===== config.mk =====
export PLATFORM = sky130hd
export DESIGN_NAME = uart_tx
export DESIGN_NICKNAME = d
export VERILOG_FILES = /design/src/rtl/uart_pkg.sv /design/src/rtl/uart_bit_timer.sv /design/src/rtl/uart_tx.sv
export SDC_FILE = /design/constraint.sdc
export NUM_CORES = 1
export LEC_CHECK = 0
export CORE_UTILIZATION = 40
export DETAILED_ROUTE_END_ITERATION = 8
export SYNTH_ARGS = -nofsm -noshare
export SYNTH_HDL_FRONTEND = slang
export SYNTH_SLANG_ARGS = --single-unit

===== constraint.sdc =====
create_clock -name clk -period 3.2 [get_ports clk]
set_input_delay 0.32 -clock clk [delete_from_list [all_inputs] [get_ports clk]]
set_output_delay 0.32 -clock clk [all_outputs]
set_load 0.02 [all_outputs]

===== src/rtl/uart_pkg.sv =====
// Shared UART definitions: FSM state type, parity modes and frame-size helpers.
package uart_pkg;

  typedef enum logic [2:0] {
    ST_IDLE    = 3'd0,
    ST_START   = 3'd1,
    ST_DATA    = 3'd2,
    ST_PARITY  = 3'd3,
    ST_STOP    = 3'd4,
    ST_CLEANUP = 3'd5
  } uart_state_e;

  localparam int unsigned PAR_NONE = 0;
  localparam int unsigned PAR_ODD  = 1;
  localparam int unsigned PAR_EVEN = 2;

  // Bits on the line for one frame: start + 8 data + optional parity + stops.
  function automatic int unsigned uart_frame_bits(input int unsigned parity,
                                                  input int unsigned stop_bits);
    return 9 + ((parity != PAR_NONE) ? 1 : 0) + stop_bits;
  endfunction

  function automatic logic uart_parity_bit(input logic [7:0] data,
                                           input int unsigned parity);
    return (parity == PAR_ODD) ? ~^data : ^data;
  endfunction

endpackage


===== src/rtl/uart_bit_timer.sv =====
// Per-bit clock divider: counts 0..CLKS_PER_BIT-1 while running, strobes wrap on the last count.
module uart_bit_timer #(
  parameter int unsigned CLKS_PER_BIT = 4
) (
  input  logic clk,
  input  logic resetn,
  input  logic run,
  output logic wrap
);

  localparam int unsigned W = (CLKS_PER_BIT > 1) ? $clog2(CLKS_PER_BIT) : 1;
  localparam logic [W-1:0] LAST = W'(CLKS_PER_BIT - 1);

  logic [W-1:0] count;

  assign wrap = run && (count == LAST);

  always_ff @(posedge clk) begin
    if (!resetn || !run || wrap) begin
      count <= '0;
    end else begin
      count <= count + 1'b1;
    end
  end

endmodule


===== src/rtl/uart_tx.sv =====
// UART transmitter with a one-entry holding register, optional parity and 1 or 2 stop bits.
module uart_tx
  import uart_pkg::*;
#(
  parameter int unsigned CLKS_PER_BIT = 4,
  parameter int unsigned PARITY       = 0,
  parameter int unsigned STOP_BITS    = 1
) (
  input  logic       clk,
  input  logic       resetn,
  input  logic [7:0] data_i,
  input  logic       valid_i,
  output logic       ready_o,
  output logic       serial_o,
  output logic       busy_o,
  output logic       done_o
);

  if (CLKS_PER_BIT < 2) begin : g_bad_clks_per_bit
    $error("uart_tx: CLKS_PER_BIT must be >= 2");
  end
  if (PARITY > PAR_EVEN) begin : g_bad_parity
    $error("uart_tx: PARITY must be 0, 1 or 2");
  end
  if (STOP_BITS != 1 && STOP_BITS != 2) begin : g_bad_stop_bits
    $error("uart_tx: STOP_BITS must be 1 or 2");
  end

  localparam logic HAS_PARITY = (PARITY != PAR_NONE);
  localparam logic LAST_STOP  = (STOP_BITS == 2);

  uart_state_e state, state_n;
  logic [7:0]  hold_data;
  logic        ready_q;
  logic [7:0]  shift, shift_n;
  logic [2:0]  bit_idx, bit_n;
  logic        stop_idx, stop_n;
  logic        par_bit, par_n;
  logic        drain, done_n, serial_n;
  logic        accept, wrap;

  // ready_q doubles as "holding register empty"; accept needs it high, drain needs it low.
  assign accept  = valid_i && ready_q;
  assign ready_o = ready_q;

  uart_bit_timer #(
    .CLKS_PER_BIT(CLKS_PER_BIT)
  ) u_timer (
    .clk   (clk),
    .resetn(resetn),
    .run   (state != ST_IDLE),
    .wrap  (wrap)
  );

  always_comb begin
    state_n = state;
    shift_n = shift;
    bit_n   = bit_idx;
    stop_n  = stop_idx;
    par_n   = par_bit;
    drain   = 1'b0;
    done_n  = 1'b0;

    case (state)
      ST_IDLE: begin
        if (!ready_q) drain = 1'b1;
      end
      ST_START: begin
        if (wrap) begin
          state_n = ST_DATA;
          bit_n   = '0;
        end
      end
      ST_DATA: begin
        if (wrap) begin
          if (bit_idx == 3'd7) begin
            state_n = HAS_PARITY ? ST_PARITY : ST_STOP;
            stop_n  = 1'b0;
          end else begin
            bit_n   = bit_idx + 3'd1;
            shift_n = {1'b0, shift[7:1]};
          end
        end
      end
      ST_PARITY: begin
        if (wrap) begin
          state_n = ST_STOP;
          stop_n  = 1'b0;
        end
      end
      ST_STOP: begin
        if (wrap) begin
          if (stop_idx == LAST_STOP) begin
            done_n = 1'b1;
            if (!ready_q) drain = 1'b1;
            else          state_n = ST_IDLE;
          end else begin
            stop_n = 1'b1;
          end
        end
      end
      default: state_n = ST_IDLE;
    endcase

    // Loading is shared by IDLE and the back-to-back path out of STOP.
    if (drain) begin
      shift_n = hold_data;
      par_n   = uart_parity_bit(hold_data, PARITY);
      state_n = ST_START;
    end

    // Line level is registered from the next state so serial_o is glitch-free.
    case (state_n)
      ST_START:  serial_n = 1'b0;
      ST_DATA:   serial_n = shift_n[0];
      ST_PARITY: serial_n = par_n;
      default:   serial_n = 1'b1;
    endcase
  end

  always_ff @(posedge clk) begin
    if (!resetn) begin
      state     <= ST_IDLE;
      shift     <= '0;
      bit_idx   <= '0;
      stop_idx  <= 1'b0;
      par_bit   <= 1'b0;
      hold_data <= '0;
      ready_q   <= 1'b1;
      serial_o  <= 1'b1;
      busy_o    <= 1'b0;
      done_o    <= 1'b0;
    end else begin
      state    <= state_n;
      shift    <= shift_n;
      bit_idx  <= bit_n;
      stop_idx <= stop_n;
      par_bit  <= par_n;
      serial_o <= serial_n;
      busy_o   <= (state_n != ST_IDLE);
      done_o   <= done_n;
      if (accept) begin
        hold_data <= data_i;
        ready_q   <= 1'b0;
      end else if (drain) begin
        ready_q <= 1'b1;
      end
    end
  end

endmodule


**Word level (Yosys, flattened, before mapping)**

Index checks and enable logic that the tools add are counted.

- Muxes and demuxes: 32
- Reductions and logical operators: 19
- Equal/unequal tests: 16
- $add $sub $neg: 2

Operators by type and width:

| kind | number |
|---|---|
| 3-bit 2-to-1 mux | 11 |
| 8-bit 2-to-1 mux | 4 |
| 3-bit case mux with 5 select lines | 1 |
| 3-bit by 2-bit == test with 1-bit output, second input constant | 4 |
| 1-bit 2-to-1 mux | 12 |
| 3-bit nonzero test | 3 |
| 2-bit by 1-bit inequality test with 1-bit output, second input constant | 4 |
| 2-bit nonzero test | 4 |
| 8-bit XOR reduction | 1 |
| 3-bit by 1-bit == test with 1-bit output, second input constant | 2 |
| 3-bit == test, second input constant | 2 |
| 2-bit inequality test, second input constant | 3 |
| 1-bit case mux with 3 select lines | 2 |
| 3-bit case mux with 2 select lines | 1 |
| 3-bit AND reduction | 2 |
| 5-bit AND reduction | 1 |
| 4-bit AND reduction | 1 |
| 3-bit by 1-bit adder with 3-bit output, second input constant | 1 |
| 3-bit logical NOT | 1 |
| 2-bit by 1-bit adder with 2-bit output, second input constant | 1 |
| 2-bit == test, second input constant | 1 |
| 1-bit logical AND | 2 |
| 1-bit logical NOT | 2 |
| 1-bit logical OR | 2 |
| 1-bit case mux with 2 select lines | 1 |

- Word-level logic and storage cells: 81
- Bits in registers: 30
- Output and inout bits: 4
- Bits of input ports: 11

**Longest topological paths before layout**

- Word-level depth: 7
- Mapped depth: 7

**Hierarchy**

A second synthesis with hierarchy kept.

- Cell total of the unflattened synthesis: 146
- Area, all modules: 1358.8 µm²

By module, submodules not included:

| module | area an instance (µm²) | sequential area each (µm²) | instances | cells each |
|---|---|---|---|---|
| uart_tx | 1275.0 | 540.5 | 1 | 140 |
| uart_bit_timer | 83.8 | 40.0 | 1 | 6 |

**Least setup slack after synthesis**

OpenSTA, ideal clock, no wires.

- Kind: flip-flop to flip-flop
- Start point: register bit_idx[0]
- End point: register bit_idx[1]
- Setup time: 0.070 ns
- Arrival: 1.583 ns
- Data required time: 3.130 ns
- Stages on the path, launching flop included: 7
- Path buffers: 0
- Path slack: 1.547 ns
- Path through: dfxtp_1 ha_1 ha_1 nor3b_2 o21ai_1 or4b_1 a21oi_1

- Cells in the longest elaborated chain, start to end: 4
- Elaborated cells on any way between the ends: 7
- Those cells by class: add/sub (1); eq/ne (2); mux (3); reduce/logical (1)

Ends and longest elaborated chain:

| what | line | source |
|---|---|---|
| from (decl) | uart_tx.sv:36 | `logic [2:0] bit_idx, bit_n;` |
| from (signal assigned) | uart_tx.sv:136 | `bit_idx <= bit_n;` |
| 3-bit by 1-bit adder with 3-bit output | uart_tx.sv:80 | `bit_n = bit_idx + 3'd1;` |
| 3-bit 2-to-1 mux | uart_tx.sv:76 | `if (bit_idx == 3'd7) begin` |
| 3-bit 2-to-1 mux | uart_tx.sv:75 | `if (wrap) begin` |
| 3-bit case mux with 2 select lines | uart_tx.sv:64 | `case (state)` |

Parallel ways exist; a longest one is shown, timed or not. The select of a mux whose other input is x is not followed.
A chain may end at the register's enable or synchronous reset.

**Final worst setup path**

- Start point: register u_timer.count[0]
- End point: register shift[1]

- Cells in the longest elaborated chain, start to end: 6
- Elaborated cells on any way between the ends: 9
- Those cells by class: eq/ne (2); mux (3); reduce/logical (4)

Ends and longest elaborated chain:

| what | line | source |
|---|---|---|
| from (decl) | uart_bit_timer.sv:14 | `logic [W-1:0] count;` |
| from (signal assigned) | uart_bit_timer.sv:22 | `count <= count + 1'b1;` |
| 2-bit == test (*) | uart_bit_timer.sv:16 | `assign wrap = run && (count == LAST);` |
| 1-bit logical AND (*) | uart_bit_timer.sv:16 |  |
| 1-bit 2-to-1 mux | uart_tx.sv:92 | `if (wrap) begin` |
| 1-bit case mux with 2 select lines | uart_tx.sv:64 |  |
| 2-bit inequality test (no source line) or 2-bit nonzero test (tied branches) | -- |  |
| 3-bit AND reduction (no source line) | -- |  |
| to (signal assigned) | uart_tx.sv:135 | `shift <= shift_n;` |
| to (decl) | uart_tx.sv:35 | `logic [7:0] shift, shift_n;` |

Mark *: on every way between the ends. The rest lies on a longest branch, timed or not.

==> results <==
- The area inside the core boundary is 3130 µm².
- The number of DRC markers in iteration 0 is 37.
- The data arrival time of the critical path is 2310 ps.
- The via count is 1028.
- The die is 60.2 µm wide.
- Compared with the post-synthesis result, the final layout area differs by 14.5%.
- The top cell types in the final layout, fill and taps aside, are sky130_fd_sc_hd__dfxtp_1 (29), sky130_fd_sc_hd__nand2_1 (16), sky130_fd_sc_hd__a21oi_1 (14), sky130_fd_sc_hd__clkdlybuf4s50_1 (14).
- The number of buffers added by the clock tree synthesis step is 5.
- The final-stage net count is 174.
- The number of port buffers is 14.
- Static timing analysis puts the maximum clock frequency at 471 MHz.
- The number of nets produced by synthesis is 164.
- The setup TNS is 0 ps.
- The area share of the leading cell type in the synthesized netlist is 0.428.
- The synthesized area per cell is 9.03 µm².
- After technology mapping, the gate count stands at 150.
- The final cycle utilization of the critical path is 0.664.
- The clock transition at the register clock pins on the worst setup and hold paths after CTS is 90 ps.
- The insertion delay to the later sink of the worst-skew pair is 340 ps.
- The global-route wire length before repair is 4250 µm.
- The floorplan row count is 20.
- The overall fraction of global-route tracks in use is 0.165.
- Clock tree synthesis found a total of 29 sinks.
- Once the clock tree was built, the setup fixing pass inserted 0 buffers.
- Registers take 581 µm².
- After filler insertion, the fill cell instance count of the layout stands at 333.
- The detailed-route vias per instance is 5.04.
- The share of the core filled with cells is 0.496.
- The half-perimeter wire length of the detailed placement result is 1710 µm.
- The cell taking the most area after synthesis is sky130_fd_sc_hd__dfxtp_1.
- The final hold violation count is 0.
- The count of cells resized by post-cts repair is 0.
- The worst setup path is launched from a register.
- TritonCTS built the clock tree.
- The path class of the tightest hold or removal check is register to register.
- The number of antenna-violating nets in the routed design is 0.
- Routability-driven placement finished with a final weighted congestion of 0.687.
- The largest net degree at the start of global routing is 24.
- The shortest period the worst path allows is 2120 ps.
- The area of the multi-input gates is 717 µm².
- The leakage power is 0.000601 µW.
- The longest clock path from root to sink contains 2 buffers.
- Measured against its own limit, the worst slew margin works out to 0.438.
- The clock arrives with 16.8 ps of skew.
- Setup repair after global routing left no endpoint under its margin.
- The critical path in this run is classified as register to register.
- The number of hold-repair buffers added at the cts stage is 0.
- VDD sags by at most 243 µV.
- The register bit count reported by yosys is 29.
- After detailed routing, the average wire length per cell comes to 12.3 µm.
- The floorplan step defined a die boundary enclosing 3620 µm².
- The max-slew violation count is 0.
- The initial antenna violation count came to 0.
- The number of H-tree branching levels is 2.
- The transition time at the pin with the least slew margin is 842 ps.
- The kind of end point of the critical path is a register.
- In the routed design, unresolved DRC markers number 0.
- By area the synthesized netlist is led by sky130_fd_sc_hd__dfxtp_1 (43%), sky130_fd_sc_hd__a211oi_2 (6.5%), sky130_fd_sc_hd__a21oi_1 (5.2%).
- The power density of the placed cells is 480 nW/µm².
- The initial utilization of the core area, before any placement, comes to 0.433.
- The cell sitting at the root of the clock tree is a sky130_fd_sc_hd__clkbuf_4.
- The via count of the first global-routing pass is 927.
- The fraction of layout instances using a drive strength above 1 is 0.0938.
- The die is 60.2 µm tall.
- The required arrival time at the worst endpoint is 3390 ps.
- The flow ran to the end, and the final reports show no timing, DRC or antenna violations.
- The max-cap check violation count is 0.
- For this run, the register share of the synthesized area comes to 0.428.
- The antenna cell count is 0.
- Along the worst hold path, the cell count comes to 1.
- For this run, the detailed router's first-pass iteration total came to 4.
- Setup violations remaining at the end of the flow were counted as 0.
- Yosys mapped the design onto 36 distinct sky130hd cell types.
- Global routing finished with a remaining overflow of 0.
- After detailed routing, the total wire length is 2500 µm.
- For this design the top-level I/O count stands at 15.
- The depth of the most critical reg-to-reg path is 5.
- The most frequent standard cell in the layout excluding fill and tap cells is sky130_fd_sc_hd__dfxtp_1.
- For this run, the number of Yosys warnings is 0.
- In this run the worst path has a maximum fanout of 16.
- After synthesis the cells add up to 1360 µm².
==> synthesized netlist by cell type <==
cell type	instances
sky130_fd_sc_hd__dfxtp_1	29
sky130_fd_sc_hd__nand2_1	16
sky130_fd_sc_hd__a21oi_1	14
sky130_fd_sc_hd__nand3_1	11
sky130_fd_sc_hd__nor2_1	11
sky130_fd_sc_hd__a211oi_2	7
sky130_fd_sc_hd__mux2i_1	7
sky130_fd_sc_hd__xnor2_1	7
sky130_fd_sc_hd__clkbuf_1	5
sky130_fd_sc_hd__buf_2	4
sky130_fd_sc_hd__o21ai_0	4
sky130_fd_sc_hd__ha_1	3
sky130_fd_sc_hd__nand2b_1	3
sky130_fd_sc_hd__nor3_1	3
sky130_fd_sc_hd__a211oi_1	2
sky130_fd_sc_hd__and2_1	2
sky130_fd_sc_hd__nor2b_1	2
sky130_fd_sc_hd__nor4_1	2
sky130_fd_sc_hd__a32oi_1	1
sky130_fd_sc_hd__and2b_4	1
sky130_fd_sc_hd__and4_1	1
sky130_fd_sc_hd__buf_1	1
sky130_fd_sc_hd__buf_6	1
sky130_fd_sc_hd__inv_1	1
sky130_fd_sc_hd__nand4b_1	1
sky130_fd_sc_hd__nor3b_2	1
sky130_fd_sc_hd__nor4b_1	1
sky130_fd_sc_hd__o21a_1	1
sky130_fd_sc_hd__o21ai_1	1
sky130_fd_sc_hd__o2bb2ai_1	1
sky130_fd_sc_hd__o32a_1	1
sky130_fd_sc_hd__o32ai_1	1
sky130_fd_sc_hd__or2_0	1
sky130_fd_sc_hd__or3_1	1
sky130_fd_sc_hd__or4_1	1
sky130_fd_sc_hd__or4b_1	1
==> power breakdown <==
group	switching (µW)	internal [µW]	total, µW
Sequential	21.1	383	405
Combinational	54.2	56.0	110
Clock	126	104	230
==> registers in the layout (all words and copies together) (netlist names) <==
| register | flops |
|---|---|
| hold_data | 8 |
| shift | 8 |
| bit_idx | 3 |
| state | 3 |
| u_timer.count | 2 |
| busy_o | 1 |
| done_o | 1 |
| par_bit | 1 |
| ready_o | 1 |
| serial_o | 1 |
==> through the flow <==
stage          worst slack (ps)  power (µW)  std cells  hold WS [ps]  instance area (µm²)
5_1_grt                     952         778        204           459                 1550
3_3_place_gp               1150         522        197           413                 1500
2_1_floorplan              1550         492        150           392                 1360
6_report                   1080         744        204           430                 1550
3_5_place_dp               1080         525        197           425                 1500
4_1_cts                    1080         751        204           436                 1550
==> worst paths after layout <==
| check | startpoint | endpoint | slack [ps] |
|---|---|---|---|
| worst max-delay path | u_timer.count[0] | shift[1] | 1080 |
| worst min register to register | u_timer.count[0] | u_timer.count[0] | 430 |
| worst min-delay path | u_timer.count[0] | u_timer.count[0] | 430 |
| worst max register to register | u_timer.count[0] | shift[1] | 1080 |
==> metal layers <==
layer | global-route usage | routed length [µm] | vias up
met3 | 0.0455 | 80 | 5
met2 | 0.221 | 1060 | 16
met4 | 0.120 | 43 | 0
met5 | 0 | 0 | -
met1 | 0.222 | 1310 | 455
li1 | - | - | 552
==> kinds of logic after synthesis <==
logic type	Yosys count	share of synthesized area
xor+xnor	7	0.0452
simple gates	59	0.226
mux	7	0.0517
buf+inv	12	0.0425
fa+ha+maj	3	0.0277
flops	29	0.428
compound gates	33	0.178
==> worst max-delay path, cell delays in order (launching register included) <==
cell and delay, ps:
sky130_fd_sc_hd__dfxtp_1 340, sky130_fd_sc_hd__ha_1 360, sky130_fd_sc_hd__and2b_4 260, sky130_fd_sc_hd__or4_1 720, sky130_fd_sc_hd__nor2_1 240, sky130_fd_sc_hd__a211oi_2 60
==> layout make-up <==
class | count | area share
clock buffer | 7 | 0.0355
timing repair buffer | 14 | 0.0903
multi-input combinational | 109 | 0.462
tap | 44 | 0.0355
sequential | 29 | 0.374
inverter | 1 | 0.00242
Note: power is estimated with default switching activity, not from simulation.
